### config.mk
export PLATFORM = sky130hd
export DESIGN_NAME = pipe_hazard_ctrl
export DESIGN_NICKNAME = d
export VERILOG_FILES = /design/src/rtl/pipe_hazard_ctrl.sv
export SDC_FILE = /design/constraint.sdc
export NUM_CORES = 1
export LEC_CHECK = 0
export CAP_MARGIN = 10
export CORE_MARGIN = 2
export CORE_UTILIZATION = 35
export CTS_BUF_LIST = sky130_fd_sc_hd__clkbuf_4
export DETAILED_ROUTE_END_ITERATION = 16
export MAX_ROUTING_LAYER = met4
export PLACE_DENSITY_LB_ADDON = 0.2
export SLEW_MARGIN = 20
export SYNTH_ARGS = -nofsm -noshare
export SYNTH_HDL_FRONTEND = slang
export SYNTH_SLANG_ARGS = --single-unit
export TNS_END_PERCENT = 30
### constraint.sdc
create_clock -name clk -period 2.5 [get_ports clk]
set_input_delay 0.375 -clock clk [delete_from_list [all_inputs] [get_ports clk]]
set_output_delay 0.375 -clock clk [all_outputs]
set_load 0.1 [all_outputs]
### src/rtl/pipe_hazard_ctrl.sv
// Stall/flush sequencer for the five-stage F/D/E/M/W pipeline: load-use bubbles,
// taken-branch redirects and multi-cycle memory waits with timeout abort.
module pipe_hazard_ctrl #(
  parameter int TIMEOUT = 256,
  parameter int CNT_W   = 32
) (
  input  logic             clk,
  input  logic             rst_n,
  input  logic             loadE,
  input  logic [4:0]       rdE,
  input  logic [4:0]       rs1D,
  input  logic [4:0]       rs2D,
  input  logic             use_rs1D,
  input  logic             use_rs2D,
  input  logic             branch_takenE,
  input  logic             dmem_reqM,
  input  logic             dmem_ackM,
  input  logic             imem_reqF,
  input  logic             imem_ackF,
  output logic             enbF,
  output logic             enbD,
  output logic             enbE,
  output logic             enbM,
  output logic             enbW,
  output logic             flashD,
  output logic             flashE,
  output logic             flashM,
  output logic             flashW,
  output logic             pc_redirect,
  output logic             timeout_err,
  output logic [CNT_W-1:0] stall_cycles
);

  localparam int WCW = (TIMEOUT > 2) ? $clog2(TIMEOUT) : 1;
  localparam logic [WCW-1:0] WAIT_LAST = WCW'(TIMEOUT - 1);

  typedef enum logic [1:0] {RUN, DWAIT, IWAIT} stateT;

  stateT          st;
  stateT          nextSt;
  logic [WCW-1:0] waitCnt;
  logic           iAckPend;
  logic           pendNext;
  logic           waitAck;
  logic           timeoutHit;
  logic           dWait;
  logic           iWait;
  logic           loadUse;
  logic           hazHold;

  always_comb begin
    enbF        = 1'b0;
    enbD        = 1'b0;
    enbE        = 1'b0;
    enbM        = 1'b0;
    enbW        = 1'b0;
    flashD      = 1'b0;
    flashE      = 1'b0;
    flashM      = 1'b0;
    flashW      = 1'b0;
    pc_redirect = 1'b0;
    hazHold     = 1'b0;
    nextSt      = RUN;
    pendNext    = iAckPend;

    loadUse = loadE && (rdE != 5'd0) &&
              ((use_rs1D && (rs1D == rdE)) || (use_rs2D && (rs2D == rdE)));
    waitAck    = (st == DWAIT) ? dmem_ackM : imem_ackF;
    timeoutHit = (st != RUN) && !waitAck && (waitCnt == WAIT_LAST);
    dWait      = ((st == RUN) && dmem_reqM && !dmem_ackM) || ((st == DWAIT) && !dmem_ackM);
    // An acked DWAIT cycle behaves like RUN, so only IWAIT ignores the pending-ack flag.
    iWait      = (st == IWAIT) ? !imem_ackF : (imem_reqF && !imem_ackF && !iAckPend);

    if (!rst_n) begin
      flashD = 1'b1;
      flashE = 1'b1;
      flashM = 1'b1;
      flashW = 1'b1;
    end else if (timeoutHit) begin
      flashD = 1'b1;
      flashE = 1'b1;
      flashM = 1'b1;
      flashW = 1'b1;
    end else if (dWait) begin
      enbF    = 1'b1;
      enbD    = 1'b1;
      enbE    = 1'b1;
      enbM    = 1'b1;
      flashW  = 1'b1;
      hazHold = 1'b1;
      nextSt  = DWAIT;
    end else if (branch_takenE) begin
      pc_redirect = 1'b1;
      flashD      = 1'b1;
      flashE      = 1'b1;
    end else if (loadUse) begin
      enbF    = 1'b1;
      enbD    = 1'b1;
      flashE  = 1'b1;
      hazHold = 1'b1;
      nextSt  = ((st == IWAIT) && !imem_ackF) ? IWAIT : RUN;
    end else if (iWait) begin
      enbF   = 1'b1;
      flashD = 1'b1;
      nextSt = IWAIT;
    end

    // A fetch ack that lands while F is frozen is banked until F next advances.
    if (hazHold && imem_ackF) begin
      pendNext = 1'b1;
    end else if (!enbF) begin
      pendNext = 1'b0;
    end
  end

  always_ff @(posedge clk or negedge rst_n) begin
    if (!rst_n) begin
      st           <= RUN;
      waitCnt      <= '0;
      iAckPend     <= 1'b0;
      timeout_err  <= 1'b0;
      stall_cycles <= '0;
    end else begin
      st          <= nextSt;
      iAckPend    <= pendNext;
      timeout_err <= timeoutHit;
      if (nextSt == RUN) begin
        waitCnt <= '0;
      end else if (nextSt == st) begin
        waitCnt <= waitCnt + 1'b1;
      end else begin
        waitCnt <= WCW'(1);
      end
      if (enbF && (stall_cycles != '1)) begin
        stall_cycles <= stall_cycles + 1'b1;
      end
    end
  end

endmodule

==> results_dict.tcl, run 1 <==
set metrics [dict create \
    yosys_warnings 0 \
    antenna_violations_before_repair 0 \
    final_report_max_slew_violation_count 0 \
    fp.dieH_um 87.5 \
    pre_cts_slack_ns -0.138 \
    cp_data_required_time_ns 2.12 \
    dr_wl_met3_um 339 \
    htreeDepth 2 \
    post_route_setup_slack_ns -0.0639 \
    layout.cells.most_common "buf_4" \
    floorplan.initialDensity 0.361 \
    run_status "finished with violations" \
    synthDominantCellAreaShare 0.451 \
    avgViaCountPerCell 4.91 \
    clock_sinks 44 \
    p_leak_nw 1.64 \
    routabilityCongestion 0.764 \
    seq_cell_area_sq_mm 0.00113 \
    insertion_delay_to_the_later_sink_of_the_worst_skew_pair_ns 0.35 \
    cts_buffers 5 \
    max_freq_mhz 390 \
    rsz0062_at_grt "yes" \
    synth_cell_types 41 \
    slew_headroom 0.628 \
    finalHoldWorstSlack_ns 0.0957 \
    path_cells "or3b_4 > a2111oi_4 > nor2b_4 > buf_4 > and3_4 > buf_12" \
    routed_wirelength_um 5770 \
    die_w_um 87.5 \
    p_per_area_mw_per_mm2 667 \
    dr_iter_0_viols 66 \
    pin_count_of_the_biggest_net_entering_global_routing 45 \
    ys_ff_latch 44 \
    layout.nets 360 \
    finalCoreUtilization 0.533 \
    critPathLaunchType "flip-flop" \
    total_gr_overflow 0 \
    tightestPinTransition_ns 0.558 \
    post_route_cells_drive_above_1_share 0.380 \
    setup-tns-final_ns -0.371 \
    multi_input_comb_area_sq_mm 0.00134 \
    dp_hpwl_um 4230 \
    cp_top_family "simple AND/OR/NAND/NOR gates" \
    rr_worst_depth 9 \
    io_pins 68 \
    fp.coreArea_sq_mm 0.00676 \
    criticalPathCategory "flip-flop to output pin" \
    cts_max_path_buffers 2 \
    grt_pass1_wl_um 9670 \
    yosysTopAreaCell "dfrtp_1" \
    synth_area_sq_mm 0.00244 \
    failing_checks "setup timing" \
    grt_pass1_vias 2044 \
    power.ir.vdd_worst_v 0.000786 \
    hold_viol_final 0 \
    maxUsedRoutingLayer "met4" \
    io_buffers 66 \
    num_vias 2033 \
    clk_root_buffer_cell "clkbuf_4" \
    mostFrequentLayoutCells "buf_4, xor2_1, dfrtp_1, nand3_1, clkdlybuf4s50_1" \
    m1WireLength_um 2780 \
    holdCritPathClass "primary input to async pin" \
    worst-endpoint-arrival_ns 2.19 \
    filler_cell_count 647 \
    drt-pass1-iter-count 4 \
    synth_seq_area_share 0.451 \
    worst_path_max_delay_cell "a2111oi_4" \
    path_buf_inv 2 \
    areaGrowthSynthToFinish_pct 47.5 \
    route.detailed.wl_per_inst_um 13.9 \
    layout_min_cycle_time_ns 2.56 \
    clock_skew_ns 0.0150 \
    syn-instance-count 238 \
    slowest_delay_ns 0.44 \
    synth.area.top_cells "dfrtp_1, xor2_1, xnor2_1, nand3_1, nor4_1" \
    remaining_drc_errors 0 \
    timing.critical_path.to_type "output pin" \
    layout_worst_path_cycle_share 1.03 \
    insertedDiodeCount 0 \
    wl_met2_um 2600 \
    ant_nets_after_route 0 \
    detailed_place.area_sq_mm 0.00338 \
    finalSetupViolCount 8 \
    synthesis.area_per_instance_sq_um 10.3 \
    num_rows 30 \
    syn_nets 265 \
    clock_tree_from_tritoncts "done" \
    path_depth 6 \
    maxCapViolCount 0 \
    final_area_sq_mm 0.00360 \
    global_route.usage.total 0.162 \
    die_outline_area_sq_mm 0.00765 \
    critical_path_peak_fanout 4 \
    clkTransAtPathRegs_ns 0.13 \
]
[kinds of logic (layout without fill, tap and decap cells)]
group / after synthesis / count (layout) / synth area share
simple gates: 113 / 113 / 0.268
other cells: 1 / 1 / 0.00154
xor+xnor: 46 / 46 / 0.165
compound gates: 16 / 16 / 0.0528
buf+inv: 13 / 109 / 0.0369
mux: 3 / 3 / 0.0138
flops: 44 / 44 / 0.451
fa+ha+maj: 2 / 2 / 0.0103
[through the flow]
| stage | cells | power, mW |
|---|---|---|
| 6_report | 414 | 2.40 |
| 2_1_floorplan | 238 | 1.65 |
| 4_1_cts | 413 | 2.42 |
| 3_5_place_dp | 400 | 1.95 |
| 3_3_place_gp | 400 | 1.94 |
| 5_1_grt | 414 | 2.51 |
[path summary, 6_finish.rpt]
kind | end | slack [ns] | startpoint
hold reg to reg | stall_cycles[10] | 0.48 | stall_cycles[10]
max in group asynchronous | stall_cycles[8] | 1.96 | rst_n
min in group clk | stall_cycles[10] | 0.48 | stall_cycles[10]
hold / removal | timeout_err | 0.1 | rst_n
setup / recovery | pc_redirect | -0.06 | st[1]
setup reg to reg | stall_cycles[1] | 0.12 | st[1]
[sequential cells by signal (all words and copies together) (netlist names)]
name / flops
iAckPend: 1
stall_cycles: 32
timeout_err: 1
st: 2
waitCnt: 8
[cells in the mapped netlist, drive strengths merged]
master and n:
dfrtp 44, xor2 33, nand3 23, nand2 15, nor2 13, nor3 13
nor4 13, xnor2 13, and3 12, buf 8, nand2b 8, a21oi 5
nand4 5, nor3b 4, inv 3, mux2 3, o21a 3, o21ai 3
clkbuf 2, ha 2, a2111oi 1, a22o 1, and2 1, and4 1
conb 1, nor2b 1, nor4b 1, o211ai 1, o22ai 1, o311ai 1
or2 1, or3b 1, or4 1
[area by class of cell]
class	count	share of cell area
clock buffer	5	0.0104
clock inverter	3	0.0118
inverter	3	0.00591
multi-input combinational	181	0.372
sequential	44	0.313
tap	80	0.0278
timing repair buffer	98	0.259
[metal layers]
metal	global-route usage	up-vias
li1	-	1021
met3	0.0332	4
met5	-	-
met1	0.219	950
met2	0.254	58
met4	0.0336	0
[what timing repair did]
| item | in CTS | in global routing |
|---|---|---|
| resized for setup | 9 | 10 |
| hold buffers | 0 | 0 |
| pin swaps | 4 | 2 |
| buffers inserted | 5 | 1 |
| setup endpoints to repair | 7 | 28 |
[where the power goes]
part           internal, mW  switching (mW)  leakage (nW)
combinational         0.277           0.786          1.04
clock                 0.209           0.239        0.0428
sequential            0.797          0.0927         0.556
total                  1.28            1.12          1.64
(Power assumes the default switching activity.)
==> run 2, diff against run 1 <==
CELL_PAD_IN_SITES_DETAIL_PLACEMENT = 1   (was not set)
CELL_PAD_IN_SITES_GLOBAL_PLACEMENT = 1   (was not set)
CORE_UTILIZATION = 38   (was 35)
==> run 2 against run 1 <==
Net effect:
- the flow still finishes with violations (setup timing)
- total power is 4.3% lower
- register-to-register slack barely moved
- flip-flop and latch count did not move
- cell area decreased by 1.2%
- worst setup slack improved by 0.037 ns
- combinational power is essentially flat
- fmax increased by 1.5%
- hold slack lost 0.013 ns
==> results_dict.tcl, run 2 (same netlist as run 1, synthesis figures left out) <==
set metrics [dict create \
    areaGrowthSynthToFinish_pct 45.7 \
    criticalPathCategory "flip-flop to output pin" \
    num_vias 2101 \
    rr_worst_depth 10 \
    worst-endpoint-arrival_ns 2.15 \
    layout.cells.most_common "buf_4" \
    r2r-start "waitCnt[0]" \
    wl_met2_um 3360 \
    io_buffers 66 \
    post_route_setup_slack_ns -0.0267 \
    avgViaCountPerCell 5.12 \
    routed_wirelength_um 6660 \
    failing_checks "setup timing" \
    pre_cts_slack_ns -0.138 \
    design_power_total_mw 2.30 \
    clock_tree_from_tritoncts "done" \
    final_cell_count_no_fill 410 \
    final_report_max_slew_violation_count 0 \
    rsz0062_at_grt "yes" \
    r2r_end "stall_cycles[25]" \
    remaining_drc_errors 0 \
    die_outline_area_sq_mm 0.00708 \
    clk_root_buffer_cell "clkbuf_4" \
    critPathLaunchType "flip-flop" \
    finalCoreUtilization 0.566 \
    fp.dieH_um 84.1 \
    io_pins 68 \
    largestRegisters "stall_cycles: 32 flops, waitCnt: 8 flops, st: 2 flops" \
    mostFrequentLayoutCells "buf_4, xor2_1, dfrtp_1, nand3_1, clkdlybuf4s50_1" \
    total_gr_overflow 0 \
    maxCapViolCount 0 \
    m1WireLength_um 2970 \
    clock_sinks 44 \
    num_rows 29 \
    layout.nets 359 \
    max_flop_register "stall_cycles" \
    drt-pass1-iter-count 4 \
    largest_reg_flops 32 \
    cts_buffers 5 \
    dp_hpwl_um 4740 \
    clock_skew_ns 0.00809 \
    layout_min_cycle_time_ns 2.53 \
    p_leak_nw 1.62 \
    clkTransAtPathRegs_ns 0.13 \
    final_area_sq_mm 0.00355 \
    insertedDiodeCount 0 \
    layout_worst_path_cycle_share 1.01 \
    place_inst 394 \
    grt_pass1_vias 2200 \
    pin_count_of_the_biggest_net_entering_global_routing 45 \
    max_freq_mhz 396 \
    detailed_place.area_sq_mm 0.00337 \
    insertion_delay_to_the_later_sink_of_the_worst_skew_pair_ns 0.36 \
    global_route.usage.total 0.195 \
    dr_wl_met3_um 270 \
    floorplan.initialDensity 0.389 \
    antenna_violations_before_repair 0 \
    route.detailed.wl_per_inst_um 16.2 \
    critical_path_peak_fanout 4 \
    slew_headroom 0.616 \
    ant_nets_after_route 0 \
    die_w_um 84.1 \
    hold_viol_final 0 \
    regToRegSetupSlack_ns 0.13 \
    grt_pass1_wl_um 10700 \
    post_route_cells_drive_above_1_share 0.375 \
    cp_data_required_time_ns 2.12 \
    finalSetupViolCount 7 \
    routabilityCongestion 0.813 \
    maxUsedRoutingLayer "met4" \
    fp.coreArea_sq_mm 0.00628 \
    holdCritPathClass "primary input to async pin" \
    htreeDepth 2 \
    power.ir.vdd_worst_v 0.000972 \
    timing.critical_path.to_type "output pin" \
    dr_iter_0_viols 47 \
    p_per_area_mw_per_mm2 647 \
    run_status "finished with violations" \
    cts_max_path_buffers 2 \
    tightestPinTransition_ns 0.570 \
    cts_hold_buffers 0 \
]
## run 2: changes by cell type in the layout (fill, tap and decap cells not counted), moves of 2 or more
cell      previous run  this run
nor3b_2              2         0
buf_4               62        60
clkinv_2             0         2
nor4_2               4         6
nor3b_1              2         4
nor4_1               9         7
## run 2: layer usage
metal  vias up  GRT usage
met5         -          -
met2        55      0.329
met1      1023      0.248
met3         6     0.0285
li1       1017          -
met4         0     0.0440
## run 2: how the worst max path moves through the flow
stage	start	depth (start not counted)	endpoint
6_report	st[1]	7	flashD
5_1_grt	st[1]	7	flashD
4_1_cts	st[1]	7	flashD
3_5_place_dp	dmem_ackM	8	enbF
3_3_place_gp	dmem_ackM	7	pc_redirect
2_1_floorplan	stall_cycles[6]	5	stall_cycles[30]
## run 2: what timing repair did
action                                  in CTS  in global routing
gates resized for setup                     11                  7
buffers inserted                             4                  4
pin swaps                                    4                  3
endpoints found under the hold margin        0                  0
endpoints found under the setup margin       9                 17
## run 2: final cells by class
type | count | area [sq um]
Fill cell | 704 | 2720
Multi-Input combinational cell | 181 | 1330
Sequential cell | 44 | 1130
Timing Repair Buffer | 97 | 927
Tap cell | 77 | 96.3
Clock buffer | 5 | 37.5
Inverter | 3 | 18.8
Clock inverter | 3 | 13.8
## run 2: through the flow
stage                     hold slack (ns)  TNS, ns
after floorplan                    0.0794        0
after global placement              0.463   -0.691
after detailed placement            0.466    -2.74
after CTS                           0.111   -0.438
after global routing                0.129   -0.877
final                              0.0830   -0.113
## run 2: critical path, cell delays in order, from the launching register on
cell       delay [ns]
dfrtp_1          0.40
or3b_4           0.38
a2111oi_4        0.40
nor2b_4          0.12
nand2b_4         0.13
inv_6            0.06
nor2_4           0.12
buf_12           0.18
## run 2: where the power goes
part           leakage (nW)  internal [mW]  switching, mW  total (mW)
registers             0.555          0.797         0.0922       0.889
logic                  1.03          0.279          0.790        1.07
clock network        0.0324          0.104          0.237       0.341
total                  1.62           1.18           1.12        2.30
==> run 3, diff against run 2 <==
==> constraint.sdc (replaced) <==
create_clock -name clk -period 2.5 [get_ports clk]
set_input_delay 0.375 -clock clk [delete_from_list [all_inputs] [get_ports clk]]
set_output_delay 0.375 -clock clk [all_outputs]
set_load 0.01 [all_outputs]
==> run 3 against run 2 <==
Net effect:
- the flow still finishes with violations (setup timing)
- total power down 23%
- utilization down 2.3 points
- register-to-register slack better by 0.03 ns
- worst setup slack better by 0.021 ns
- hold slack better by 0.065 ns
- critical path depth unchanged
- critical path type is now primary input to output pin
- critical endpoint is now enbF
- largest cell class unchanged
==> results_dict.tcl, run 3 (same netlist as run 1, synthesis figures left out) <==
set metrics [dict create \
    run_status "finished with violations" \
    failing_checks "setup timing" \
    num_vias 2115 \
    slew_headroom 0.624 \
    worst-endpoint-arrival_ns 2.13 \
    clock_skew_ns 0.0152 \
    timing.critical_path.to_type "output pin" \
    holdCritPathClass "primary input to async pin" \
    setup-tns-final_ns -0.00538 \
    worst_path_max_delay_cell "or4_1" \
    layout.cells.most_common "clkdlybuf4s50_1" \
    fp.coreArea_sq_mm 0.00628 \
    r2r-start "stall_cycles[8]" \
    num_rows 29 \
    layout_worst_path_cycle_share 1.00 \
    place_inst 396 \
    grt_pass1_wl_um 11300 \
    routed_wirelength_um 6540 \
    routabilityCongestion 0.783 \
    clock_tree_from_tritoncts "done" \
    max_freq_mhz 399 \
    finalHoldWorstSlack_ns 0.148 \
    largestRegisters "stall_cycles: 32 flops, waitCnt: 8 flops, st: 2 flops" \
    cts_hold_buffers 0 \
    total_gr_overflow 0 \
    critPathLaunchType "primary input" \
    detailed_place.area_sq_mm 0.00331 \
    floorplan.initialDensity 0.389 \
    route.detailed.wl_per_inst_um 16.1 \
    clkTransAtPathRegs_ns 0.12 \
    avgViaCountPerCell 5.22 \
    cts_buffers 5 \
    antenna_violations_before_repair 0 \
    fp.dieH_um 84.1 \
    mostFrequentLayoutCells "clkdlybuf4s50_1, dfrtp_1, xor2_1, buf_4, nand3_1" \
    finalSetupViolCount 1 \
    io_pins 68 \
    clk_root_buffer_cell "clkbuf_4" \
    tightestPinTransition_ns 0.564 \
    final_report_max_slew_violation_count 0 \
    die_outline_area_sq_mm 0.00708 \
    clock_sinks 44 \
    dp_hpwl_um 4740 \
    finalCoreUtilization 0.543 \
    grt_pass1_vias 2334 \
    drt-pass1-iter-count 4 \
    max_flop_register "stall_cycles" \
    startpoint "rdE[1]" \
    io_buffers 66 \
    post_route_cells_drive_above_1_share 0.189 \
    hold_viol_final 0 \
    pin_count_of_the_biggest_net_entering_global_routing 45 \
    cp_data_required_time_ns 2.12 \
    areaGrowthSynthToFinish_pct 39.8 \
    post_route_setup_slack_ns -0.00538 \
    largest_reg_flops 32 \
    design_power_total_mw 1.77 \
    insertedDiodeCount 0 \
    seq_cell_area_sq_mm 0.00110 \
    final_cell_count_no_fill 405 \
    remaining_drc_errors 0 \
    multi_input_comb_area_sq_mm 0.00128 \
    die_w_um 84.1 \
    criticalPathCategory "primary input to output pin" \
    dr_iter_0_viols 61 \
    final_area_sq_mm 0.00341 \
    path_cells "clkdlybuf4s50_1 > or4_1 > o21a_1 > a21oi_1 > o21a_4 > inv_2 > buf_6" \
    slowest_delay_ns 0.56 \
    p_leak_nw 1.54 \
    layout.nets 356 \
    filler_cell_count 722 \
    p_per_area_mw_per_mm2 519 \
    htreeDepth 2 \
    layout_min_cycle_time_ns 2.51 \
    global_route.usage.total 0.200 \
    rsz0062_at_grt "yes" \
    ant_nets_after_route 0 \
    pre_cts_slack_ns -0.391 \
    cts_max_path_buffers 2 \
    insertion_delay_to_the_later_sink_of_the_worst_skew_pair_ns 0.35 \
    power.ir.vdd_worst_v 0.000420 \
    maxCapViolCount 0 \
    critical_path_peak_fanout 3 \
]
## run 3: cell count changes in the layout (fill, tap and decap cells not counted), sizes merged
cell	delta
buf	-38
clkdlybuf4s50	+33
clkbuf	+1
clkinv	-3
bufinv	+1
clkdlybuf4s15	+1
## run 3: final timing paths
kind | to | slack, ns | cells past startpoint
max | enbF | -0.005 | 7
max reg2reg | stall_cycles[30] | 0.16 | 7
min | stall_cycles[29] | 0.15 | 2
min in group clk | stall_cycles[18] | 0.49 | 1
max in group asynchronous | stall_cycles[8] | 1.96 | 2
min reg2reg | stall_cycles[18] | 0.49 | 1
## run 3: layout make-up
type | instances | area share
Multi-Input combinational cell | 181 | 0.376
Sequential cell | 44 | 0.323
Timing Repair Buffer | 94 | 0.250
Tap cell | 77 | 0.0282
Clock buffer | 5 | 0.0110
Clock inverter | 1 | 0.00880
Inverter | 3 | 0.00330
## run 3: critical path, delay by kind of cell
| kind | cells | cell delay, ns |
|---|---|---|
| AO/OA/AOI/OAI | 3 | 0.55 |
| buffers and inverters | 3 | 0.64 |
| AND/OR/NAND/NOR | 1 | 0.56 |
## run 3: layer usage
layer	GRT usage	wire, um
met1	0.262	3030
met3	0.0334	261
met2	0.325	3150
met5	-	0
met4	0.0499	99
## run 3: repair_timing
item,in CTS,in global routing
endpoints found under the setup margin,9,26
gates resized for setup,37,9
pin swaps,3,1
setup buffers,3,0
## run 3: power breakdown
| group | switching, mW | total (mW) | internal, mW |
|---|---|---|---|
| combinational | 0.209 | 0.480 | 0.271 |
| clock | 0.216 | 0.416 | 0.200 |
| sequential | 0.0877 | 0.874 | 0.787 |
